[src/rtl/mem_pkg.sv]
// Shared buffer-memory definitions: block geometry, the release descriptor
// exchanged with the egress scheduler, and the frame_release FSM encoding.
package mem_pkg;

  localparam int ADDR_W     = 12;
  localparam int NUM_BLOCKS = 4096;

  typedef struct packed {
    logic [ADDR_W-1:0] head;
    logic [ADDR_W:0]   nblocks;
  } rel_desc_t;

  typedef enum logic {
    FR_IDLE = 1'b0,
    FR_WALK = 1'b1
  } fr_state_e;

endpackage

[src/rtl/frame_release_fifo.sv]
// Descriptor queue for frame_release (module rel_fifo): synchronous FIFO of
// rel_desc_t with registered full/empty flags derived from the next count.
module rel_fifo
  import mem_pkg::*;
#(
  parameter int QDEPTH = 4
) (
  input  logic      clk,
  input  logic      rst,
  input  logic      push_i,
  input  rel_desc_t wdata_i,
  input  logic      pop_i,
  output rel_desc_t rdata_o,
  output logic      full_o,
  output logic      empty_o
);

  localparam int PW = $clog2(QDEPTH);
  localparam logic [PW:0] FULL_CNT = (PW+1)'(QDEPTH);

  rel_desc_t     mem_q [QDEPTH];
  logic [PW-1:0] wr_ptr_q, rd_ptr_q;
  logic [PW:0]   cnt_q, cnt_d;
  logic          full_q, empty_q;
  logic          do_push, do_pop;

  // A push against a registered-full queue is dropped even if a pop happens
  // in the same cycle; the producer only sees the registered flag.
  assign do_push = push_i && !full_q;
  assign do_pop  = pop_i && !empty_q;

  always_comb begin
    cnt_d = cnt_q;
    if (do_push && !do_pop) begin
      cnt_d = cnt_q + 1'b1;
    end else if (!do_push && do_pop) begin
      cnt_d = cnt_q - 1'b1;
    end
  end

  always_ff @(posedge clk) begin
    if (rst) begin
      wr_ptr_q <= '0;
      rd_ptr_q <= '0;
      cnt_q    <= '0;
      full_q   <= 1'b0;
      empty_q  <= 1'b1;
    end else begin
      if (do_push) wr_ptr_q <= wr_ptr_q + 1'b1;
      if (do_pop)  rd_ptr_q <= rd_ptr_q + 1'b1;
      cnt_q   <= cnt_d;
      full_q  <= (cnt_d == FULL_CNT);
      empty_q <= (cnt_d == '0);
    end
  end

  always_ff @(posedge clk) begin
    if (do_push) mem_q[wr_ptr_q] <= wdata_i;
  end

  assign rdata_o = mem_q[rd_ptr_q];
  assign full_o  = full_q;
  assign empty_o = empty_q;

endmodule

[src/rtl/frame_release.sv]
// Frame-release engine: walks a frame's link chain and frees one block per
// cycle. Optional freed-block counter is built when FR_STATS_EN is defined.
module frame_release #(
  parameter int ADDR_W     = mem_pkg::ADDR_W,
  parameter int NUM_BLOCKS = mem_pkg::NUM_BLOCKS,
  parameter int QDEPTH     = 4
) (
  input  logic              clk,
  input  logic              rst,
  input  logic              rel_valid_i,
  output logic              rel_ready_o,
  input  logic [ADDR_W-1:0] rel_head_i,
  input  logic [ADDR_W:0]   rel_nblocks_i,
  output logic              link_rd_en_o,
  output logic [ADDR_W-1:0] link_rd_addr_o,
  input  logic [ADDR_W-1:0] link_rd_data_i,
  output logic              free_req_o,
  output logic [ADDR_W-1:0] free_block_idx_o,
  output logic              done_o,
  output logic              busy_o,
  output logic              err_o
`ifdef FR_STATS_EN
  ,
  output logic [31:0]       freed_cnt_o
`endif
);
  import mem_pkg::*;

  localparam logic [ADDR_W:0] MAX_N = (ADDR_W+1)'(NUM_BLOCKS);

  fr_state_e         state_q, state_d;
  logic [ADDR_W-1:0] cur_q, cur_d, cur_sel;
  logic [ADDR_W:0]   rem_q, rem_d;
  logic              first_q, first_d;
  logic              err_q, err_d;
  logic              pop;
  logic              fifo_full, fifo_empty;
  rel_desc_t         wr_desc, rd_desc;

  assign wr_desc.head    = rel_head_i;
  assign wr_desc.nblocks = rel_nblocks_i;

  rel_fifo #(.QDEPTH(QDEPTH)) u_fifo (
    .clk     (clk),
    .rst     (rst),
    .push_i  (rel_valid_i),
    .wdata_i (wr_desc),
    .pop_i   (pop),
    .rdata_o (rd_desc),
    .full_o  (fifo_full),
    .empty_o (fifo_empty)
  );

  assign rel_ready_o = !fifo_full;
  assign busy_o      = (state_q == FR_WALK) || !fifo_empty;
  assign err_o       = err_q;

  // The head comes from the descriptor; every later block is the pointer
  // returned by last cycle's link read.
  assign cur_sel = first_q ? cur_q : link_rd_data_i;

  always_comb begin
    state_d          = state_q;
    cur_d            = cur_q;
    rem_d            = rem_q;
    first_d          = first_q;
    err_d            = err_q;
    pop              = 1'b0;
    link_rd_en_o     = 1'b0;
    link_rd_addr_o   = '0;
    free_req_o       = 1'b0;
    free_block_idx_o = '0;
    done_o           = 1'b0;
    case (state_q)
      FR_IDLE: begin
        if (!fifo_empty) begin
          pop     = 1'b1;
          cur_d   = rd_desc.head;
          first_d = 1'b1;
          if (rd_desc.nblocks > MAX_N) begin
            rem_d = MAX_N;
            err_d = 1'b1;
          end else begin
            rem_d = rd_desc.nblocks;
          end
          if (rd_desc.nblocks == '0) begin
            done_o = 1'b1;
          end else begin
            state_d = FR_WALK;
          end
        end
      end
      FR_WALK: begin
        free_req_o       = 1'b1;
        free_block_idx_o = cur_sel;
        first_d          = 1'b0;
        if (rem_q > 1) begin
          link_rd_en_o   = 1'b1;
          link_rd_addr_o = cur_sel;
          rem_d          = rem_q - 1'b1;
        end else begin
          done_o  = 1'b1;
          state_d = FR_IDLE;
        end
      end
      default: state_d = FR_IDLE;
    endcase
  end

  always_ff @(posedge clk) begin
    if (rst) begin
      state_q <= FR_IDLE;
      cur_q   <= '0;
      rem_q   <= '0;
      first_q <= 1'b0;
      err_q   <= 1'b0;
    end else begin
      state_q <= state_d;
      cur_q   <= cur_d;
      rem_q   <= rem_d;
      first_q <= first_d;
      err_q   <= err_d;
    end
  end

`ifdef FR_STATS_EN
  logic [31:0] freed_cnt_q;

  always_ff @(posedge clk) begin
    if (rst) begin
      freed_cnt_q <= '0;
    end else if (free_req_o && (freed_cnt_q != '1)) begin
      freed_cnt_q <= freed_cnt_q + 1'b1;
    end
  end

  assign freed_cnt_o = freed_cnt_q;
`endif

endmodule

[config.mk]
export PLATFORM = sky130hd
export DESIGN_NAME = frame_release
export DESIGN_NICKNAME = d
export VERILOG_FILES = /design/src/rtl/mem_pkg.sv /design/src/rtl/frame_release_fifo.sv /design/src/rtl/frame_release.sv
export SDC_FILE = /design/constraint.sdc
export NUM_CORES = 1
export LEC_CHECK = 0
export ABC_AREA = 1
export BUFFER_PORTS_ARGS = -buffer_cell sky130_fd_sc_hd__buf_4
export CAP_MARGIN = 10
export CORE_MARGIN = 5
export CORE_UTILIZATION = 35
export DETAILED_ROUTE_END_ITERATION = 8
export MAX_ROUTING_LAYER = met4
export SETUP_SLACK_MARGIN = 0.02
export SLEW_MARGIN = 20
export SYNTH_ARGS = -nofsm -noshare
export SYNTH_HDL_FRONTEND = slang
export SYNTH_SLANG_ARGS = --single-unit
[constraint.sdc]
create_clock -name clk -period 2.76 [get_ports clk]
set_clock_uncertainty 0.2 [all_clocks]
set_input_delay 0.69 -clock clk [delete_from_list [all_inputs] [get_ports clk]]
set_output_delay 0.69 -clock clk [all_outputs]
set_load 0.02 [all_outputs]
==> results of run 1 <==
[what timing repair did]
item	in CTS	in global routing
cloned	1	0
hold buffers	0	0
setup buffers	5	2
endpoints found under the setup margin	13	13
resized for setup	42	26
pin swaps	7	5
[area by class of cell]
cell class	count	area [sq um]	area share
Multi-Input combinational cell	413	2210	0.283
Inverter	54	216	0.0277
Clock inverter	15	131	0.0168
Clock buffer	17	425	0.0545
Timing Repair Buffer	94	748	0.0958
Timing Repair inverter	1	7.51	0.000961
Tap cell	225	282	0.0360
Sequential cell	139	3790	0.486
[path summary, 6_finish.rpt]
| path | slack [ps] | endpoint | startpoint | depth (start not counted) |
|---|---|---|---|---|
| worst max-delay path | -80 | link_rd_addr_o[3] | rem_q[1] | 10 |
| worst min-delay path | 270 | err_o | err_o | 2 |
| worst max register to register | 630 | u_fifo.empty_o | state_q | 9 |
| worst min register to register | 270 | err_o | err_o | 2 |
[cell families after synthesis]
family,Yosys count,share of synthesized area
adder cells (fa/ha/maj),8,0.0164
XOR/XNOR,6,0.00860
buffers and inverters,85,0.0625
flip-flops,139,0.620
AND/OR/NAND/NOR,298,0.205
AO/OA/AOI/OAI,101,0.0875
[per-stage QoR]
step           worst slack (ps)  utilization  setup TNS, ps  instance area (sq um)  hold WS [ps]
6_report                  -78.6        0.453           -448                   7810           272
5_1_grt                    -193        0.453          -1430                   7810           261
4_1_cts                   -85.2        0.444           -553                   7650           259
3_5_place_dp                196        0.399              0                   6880           261
3_3_place_gp                225        0.399              0                   6880           254
2_1_floorplan              89.3            -              0                   6110           267
[Yosys cell counts, types with 2 or more instances]
cell type,instances
o21ai_0,57
nand3_1,32
buf_2,6
ha_1,8
buf_6,7
buf_1,2
nor3_1,13
nor4_1,12
nor2_1,118
nand2_4,2
o22ai_1,13
xor2_1,5
nand2_1,112
inv_1,51
clkbuf_1,16
a21oi_1,20
or2_2,2
o21ai_1,8
nor2_2,2
dfxtp_1,39
edfxtp_1,100
[state kept, by name (all words and copies together), names as in the netlist, named ones only]
name	flops
u_fifo.mem_q	100
rem_q	13
cur_q	12
u_fifo.cnt_q	3
u_fifo.rd_ptr_q	2
u_fifo.wr_ptr_q	2
err_o	1
first_q	1
state_q	1
u_fifo.empty_o	1
u_fifo.full_o	1
[worst max-delay path: stages (launching register included)]
cell	delay (ps)
dfxtp_2	350
inv_2	50
ha_4	160
nor2_4	70
nor2_2	40
nand2_2	130
buf_6	130
clkinvlp_4	120
buf_12	170
nor4_4	140
buf_4	180
[metal layers]
metal | part of all wire | vias up | GRT usage | routed length, microns
met4 | 0.011 | 0 | 0.0495 | 156
met1 | 0.44 | 2207 | 0.187 | 6420
met5 | 0 | - | - | 0
met2 | 0.50 | 117 | 0.243 | 7270
met3 | 0.050 | 10 | 0.0316 | 731
li1 | - | 2315 | - | -
[power by group through the flow]
| stage | combinational [mW] | clock, mW | sequential [mW] |
|---|---|---|---|
| after floorplan | 2.15 | 0 | 2.80 |
| after global placement | 2.93 | 0 | 2.81 |
| after detailed placement | 3.01 | 0 | 2.82 |
| after CTS | 3.27 | 2.16 | 2.81 |
| after global routing | 3.88 | 2.26 | 2.86 |
| final | 3.48 | 2.12 | 2.82 |
==> results.yml, run 1 <==
global_routing:
  grt.total_usage: 0.150
  overflow: 0
  grt_pass1_wl_microns: 23300
  antenna_found_initial: 0
  grt_pass1_vias: 4634
  grt_max_degree: 38
placed_design:
  io_buffers: 69
  dp_cells: 918
  gp_congestion: 0.867
  place_hpwl_microns: 9550
floorplan:
  die_width_microns: 142
  coreArea_sq_um: 17200
  initial_core_util: 0.354
  ioPinCount: 70
  core.rowCount: 48
  dieArea_sq_um: 20200
  fp.dieH_microns: 142
clock_network:
  clock_sinks: 139
  ctsLongestPathBuffers: 2
  clock-root-buffer: "clkbuf_16"
  cts_buffers: 17
  htree_levels: 4
  tritoncts: "yes"
  clk_pin_slew_ps: 60
  insertion_delay_ps: 410
detailed_routing:
  vias: 4649
  drt-total-wl_microns: 14600
  wl_per_cell_microns: 15.2
  via_per_inst: 4.85
  drtPass1Iterations: 5
  ant_nets: 0
  drc: 0
  drt_iter0_markers: 345
status:
  violations: "setup timing"
  run_status: "complete, but fails checks"
synthesis:
  async_flop_share: 0
  synth_cells: 637
  synth_nets: 685
  synth-edff-count: 100
  ys_ff_latch: 139
  syn_area_per_cell_sq_um: 9.59
  yosysTopAreaCell: "edfxtp_1"
  synthTopCellsByArea: "edfxtp_1 (49%), dfxtp_1 (13%), nor2_1 (7.3%)"
  syn-cell-area_sq_um: 6110
  synth_cell_types: 33
  synth-seq-area-share: 0.620
  synth_top_area_frac: 0.492
  yosysWarnings: 0
  synth_ff_type: "edfxtp_1"
sta:
  hold_viol: 0
  worst_slack_ps: -78.6
  min_period_over_period: 1.03
  clock.fmax_mhz: 352
  layout_min_cycle_time_ps: 2840
  max_slew.worst_pin.slew_ps: 559
  slew-limit-headroom: 0.627
  slew_violations: 0
  setup-violations-final: 12
  rsz0062_at_grt: "true"
power:
  peakVddDrop_uv: 513
  cellPowerDensity_nw_per_um2: 1080
  power_leakage_nw: 3.14
  swShare: 0.401
  p_sw_mw: 3.38
  seq_power_share: 0.335
  p_int_mw: 5.05
  finalPower_mw: 8.42
  clkPwrFrac: 0.252
  combPwrFrac: 0.413
finish:
  final_cells: 958
  nNetsFinal: 768
  area_growth_pct: 27.9
  mostFrequentLayoutCells: "nor2_1 (106), nand2_1 (106), edfxtp_1 (100)"
  diodes: 0
  num-fill-cells: 1573
  drive_above_1_share: 0.246
worst_setup_path:
  crit_path_end_kind: "primary output"
  critPathMaxFanout: 4
  startpoint_type: "register"
  critPathRequiredTime_ps: 1870
  worstSetupPathType: "register to primary output"
  arrival_ps: 1950
hold_path:
  hold_path_class: "register to register"
flow_run:
  max-cap-violations: 0
(Power assumes the default switching activity.)
==> inputs of run 2 (changes only) <==
Settings changed: CORE_MARGIN 5 to not set, PLACE_DENSITY set to 0.54.
==> results.yml, run 2 (same netlist as run 1, synthesis figures left out) <==
worst_setup_path:
  crit_path_end_kind: "primary output"
  startpoint_type: "register"
  crit_end: "done_o"
  reg2reg_slack_ps: 680
  reg2reg_to: "rem_q[2]"
  arrival_ps: 1940
  critPathMaxFanout: 25
  worstSetupPathType: "register to primary output"
  critPathRequiredTime_ps: 1870
  timing.rr.start: "state_q"
  ff2ff_path_depth: 7
floorplan:
  initial_core_util: 0.363
  die_width_microns: 134
  fp.dieH_microns: 134
  ioPinCount: 70
  dieArea_sq_um: 18000
  coreArea_sq_um: 16800
  core.rowCount: 47
global_routing:
  grt_util_met2: 0.259
  use_met1: 0.219
  use_met3: 0.0291
  overflow: 0
  grt_pass1_vias: 4387
  grt_max_degree: 36
  grt.busiest_layer: "met2"
  antenna_found_initial: 0
  grt.total_usage: 0.169
  grt_pass1_wl_microns: 22500
finish:
  reg_top3: "u_fifo.mem_q: 100 flops, rem_q: 13 flops, cur_q: 12 flops"
  nNetsFinal: 774
  mostFrequentLayoutCells: "nor2_1 (105), nand2_1 (105), edfxtp_1 (100)"
  largest_reg_flops: 100
  diodes: 0
  area_growth_pct: 28.8
  fin_util: 0.468
  fin_area_sq_um: 7870
  drive_above_1_share: 0.261
  largest_register: "u_fifo.mem_q"
detailed_routing:
  via_per_inst: 4.78
  drt_iter0_markers: 323
  ant_nets: 0
  vias: 4586
  drtPass1Iterations: 5
  drc: 0
  drt-total-wl_microns: 14100
  wl_per_cell_microns: 14.7
sta:
  slew_violations: 0
  worst_slack_ps: -73.4
  setup-violations-final: 6
  hold_viol: 0
  whs_ps: 262
  min_period_over_period: 1.03
  layout_min_cycle_time_ps: 2830
  max_slew.worst_pin.slew_ps: 548
  slew-limit-headroom: 0.634
  fin_tns_setup_ps: -358
  rsz0062_at_grt: "true"
  clock.fmax_mhz: 353
clock_network:
  tritoncts: "yes"
  clk_pin_slew_ps: 60
  ctsLongestPathBuffers: 2
  cts_buffers: 17
  clock-root-buffer: "clkbuf_16"
  htree_levels: 4
  clock_sinks: 139
  insertion_delay_ps: 420
placed_design:
  gp_congestion: 0.820
  io_buffers: 69
  place_hpwl_microns: 8960
  placed_cell_area_sq_um: 6870
power:
  peakVddDrop_uv: 530
  power_leakage_nw: 3.19
  cellPowerDensity_nw_per_um2: 1090
  finalPower_mw: 8.57
hold_path:
  hold_path_class: "register to register"
status:
  violations: "setup timing"
  run_status: "complete, but fails checks"
flow_run:
  max-cap-violations: 0
[run 2: area by class of cell]
cell class	count	area, sq um
repair inverters	1	7.51
inverters	54	216
clock inverters	14	145
flip-flops and latches	139	3800
clock buffers	18	429
repair buffers	100	808
fillers	1597	8950
multi-input cells	413	2180
well taps	220	275
[run 2: routing by layer]
layer  share of wire  wire length [microns]
met5               0                      0
met1            0.48                   6760
met4           0.018                    248
met2            0.47                   6600
met3           0.032                    444
[run 2: metrics by stage]
stage / setup WS [ps] / instances
floorplan: 89.3 / 637
global placement: 189 / 912
detailed placement: 147 / 912
CTS: -91.6 / 950
global route: -176 / 959
finish: -73.4 / 959
[run 2: worst min-delay path by stage]
stage,slack [ps],cells past startpoint,start,to
floorplan,270,2,u_fifo.rd_ptr_q[0],register
global placement,250,2,err_o,err_o
detailed placement,250,2,err_o,err_o
CTS,250,1,rel_head_i[4],u_fifo.mem_q[3][17]
global route,260,1,rel_nblocks_i[1],u_fifo.mem_q[0][1]
finish,260,2,err_o,err_o
[run 2: worst max-delay path, cell delays in order (launching register included)]
cell and delay [ps]:
dfxtp_4 370, buf_12 160, nand2_1 60, nand3_1 70
nand2_1 90, nand2_1 70, nor2_2 130, nand3_2 110
nor2_4 140, nor2_1 50, nor2_1 100, buf_4 150
[run 2: repair_timing]
action,in CTS,in global routing
buffers inserted,4,9
endpoints found under the setup margin,13,14
gates cloned,2,0
pin swaps,10,11
gates resized for setup,41,28
hold buffers,0,0
[run 2: power breakdown]
| part | internal (mW) | total (mW) | switching [mW] |
|---|---|---|---|
| registers | 2.62 | 2.84 | 0.220 |
| clock network | 1.33 | 2.20 | 0.873 |
| logic | 1.33 | 3.53 | 2.21 |
| total | 5.27 | 8.57 | 3.30 |
==> inputs of run 3 (changes only) <==
Settings changed: CELL_PAD_IN_SITES_DETAIL_PLACEMENT set to 0, CELL_PAD_IN_SITES_GLOBAL_PLACEMENT set to 1, PLACE_DENSITY 0.54 to 0.66.
==> results.yml, run 3 (same netlist as run 1, synthesis figures left out) <==
sta:
  clock.fmax_mhz: 354
  fin_tns_setup_ps: -252
  rsz0062_at_grt: "true"
  slew_violations: 0
  max_slew.worst_pin.slew_ps: 576
  hold_viol: 0
  layout_min_cycle_time_ps: 2820
  min_period_over_period: 1.02
  whs_ps: 266
  setup-violations-final: 9
  slew-limit-headroom: 0.616
  worst_slack_ps: -64.2
worst_setup_path:
  crit_chain: "inv_2, ha_4, nor2_4, nor2_2, nand2_2, clkinvlp_4, buf_4, nor4_4, buf_4"
  ff2ff_path_depth: 10
  arrival_ps: 1930
  startpoint_type: "register"
  critPathRequiredTime_ps: 1870
  worstSetupPathType: "register to primary output"
  reg2reg_to: "rem_q[5]"
  crit_slowest_cell: "dfxtp_2"
  path_common_cell: "buf_4"
  critPathMaxFanout: 4
  crit_path_end_kind: "primary output"
  max_stage_delay_ps: 340
  reg2reg_slack_ps: 700
  timing.rr.start: "rem_q[0]"
hold_path:
  min-delay-start: "rel_nblocks_i[1]"
  holdPathEnd: "u_fifo.mem_q[3][1]"
  hold_path_class: "input pin to register"
  min_delay_path_depth: 1
placed_design:
  place_hpwl_microns: 9290
  post-place-ws_ps: 184
  io_buffers: 69
  gp_congestion: 0.803
  placed_cell_area_sq_um: 6880
clock_network:
  ctsLongestPathBuffers: 2
  clock-root-buffer: "clkbuf_16"
  tritoncts: "yes"
  clk_pin_slew_ps: 60
  insertion_delay_ps: 420
  clock_sinks: 139
  cts_buffers: 17
  htree_levels: 4
  hold_buffers: 0
finish:
  fin_util: 0.466
  nNetsFinal: 770
  fin_area_sq_um: 7830
  num-fill-cells: 1590
  largest_register: "u_fifo.mem_q"
  largest_reg_flops: 100
  reg_top3: "u_fifo.mem_q: 100 flops, rem_q: 13 flops, cur_q: 12 flops"
  area_growth_pct: 28.3
  drive_above_1_share: 0.239
  mostFrequentLayoutCells: "nor2_1 (107), nand2_1 (107), edfxtp_1 (100)"
  diodes: 0
detailed_routing:
  via_per_inst: 4.82
  drtPass1Iterations: 4
  vias: 4597
  drc: 0
  wl_per_cell_microns: 15.1
  ant_nets: 0
  drt_iter0_markers: 389
  drt-total-wl_microns: 14400
global_routing:
  grt.total_usage: 0.176
  grt_pass1_wl_microns: 23400
  grt_pass1_vias: 4526
  overflow: 0
  antenna_found_initial: 0
  grt_max_degree: 36
flow_run:
  max-cap-violations: 0
floorplan:
  die_width_microns: 134
  fp.dieH_microns: 134
  ioPinCount: 70
  core.rowCount: 47
  coreArea_sq_um: 16800
  initial_core_util: 0.363
  dieArea_sq_um: 18000
power:
  peakVddDrop_uv: 548
  power_leakage_nw: 3.17
  cellPowerDensity_nw_per_um2: 1100
status:
  violations: "setup timing"
  run_status: "complete, but fails checks"
[run 3: power breakdown]
part           switching (mW)  total (mW)  leakage, nW  internal, mW
Sequential              0.206        2.82         1.24          2.61
Clock                   0.842        2.34        0.291          1.50
Combinational            2.19        3.46         1.63          1.27
[run 3: per-stage QoR]
step / total power, mW / cells
after floorplan: 4.95 / 637
after global placement: 5.85 / 913
after detailed placement: 5.88 / 913
after CTS: 8.59 / 951
after global routing: 9.21 / 953
final: 8.62 / 953
[run 3: worst max-delay path: cells and delay by family (launching register included)]
| family | cells | cell delay (ps) |
|---|---|---|
| buffers and inverters | 4 | 570 |
| adders and majority gates | 1 | 160 |
| DFF | 1 | 340 |
| and+or+nand+nor | 4 | 440 |
[run 3: layer usage]
layer,share of wire,GRT usage,wire length [microns]
met5,0,-,0
met4,0.0098,0.0674,142
met3,0.042,0.0310,609
met2,0.47,0.268,6760
met1,0.48,0.234,6920
[run 3: final cells by class]
| class | count | area (sq um) | area share |
|---|---|---|---|
| Timing Repair inverter | 1 | 7.51 | 0.000958 |
| Inverter | 54 | 214 | 0.0273 |
| Multi-Input combinational cell | 413 | 2150 | 0.275 |
| Timing Repair Buffer | 96 | 786 | 0.100 |
| Tap cell | 220 | 275 | 0.0351 |
| Clock buffer | 19 | 433 | 0.0553 |
| Sequential cell | 139 | 3790 | 0.485 |
| Clock inverter | 11 | 171 | 0.0219 |
[run 3: worst max path at each step]
stage,start,endpoint
after floorplan,state_q,link_rd_addr_o[10]
after global placement,register,done_o
after detailed placement,register,done_o
after CTS,register,done_o
after global routing,rem_q[1],link_rd_addr_o[10]
final,rem_q[1],link_rd_addr_o[10]
[run 3: what timing repair did]
item | 4_1_cts | 5_1_grt
gates cloned | 2 | 0
buffers inserted | 6 | 2
gates resized for setup | 46 | 8
pin swaps | 9 | 2
endpoints found under the setup margin | 13 | 14
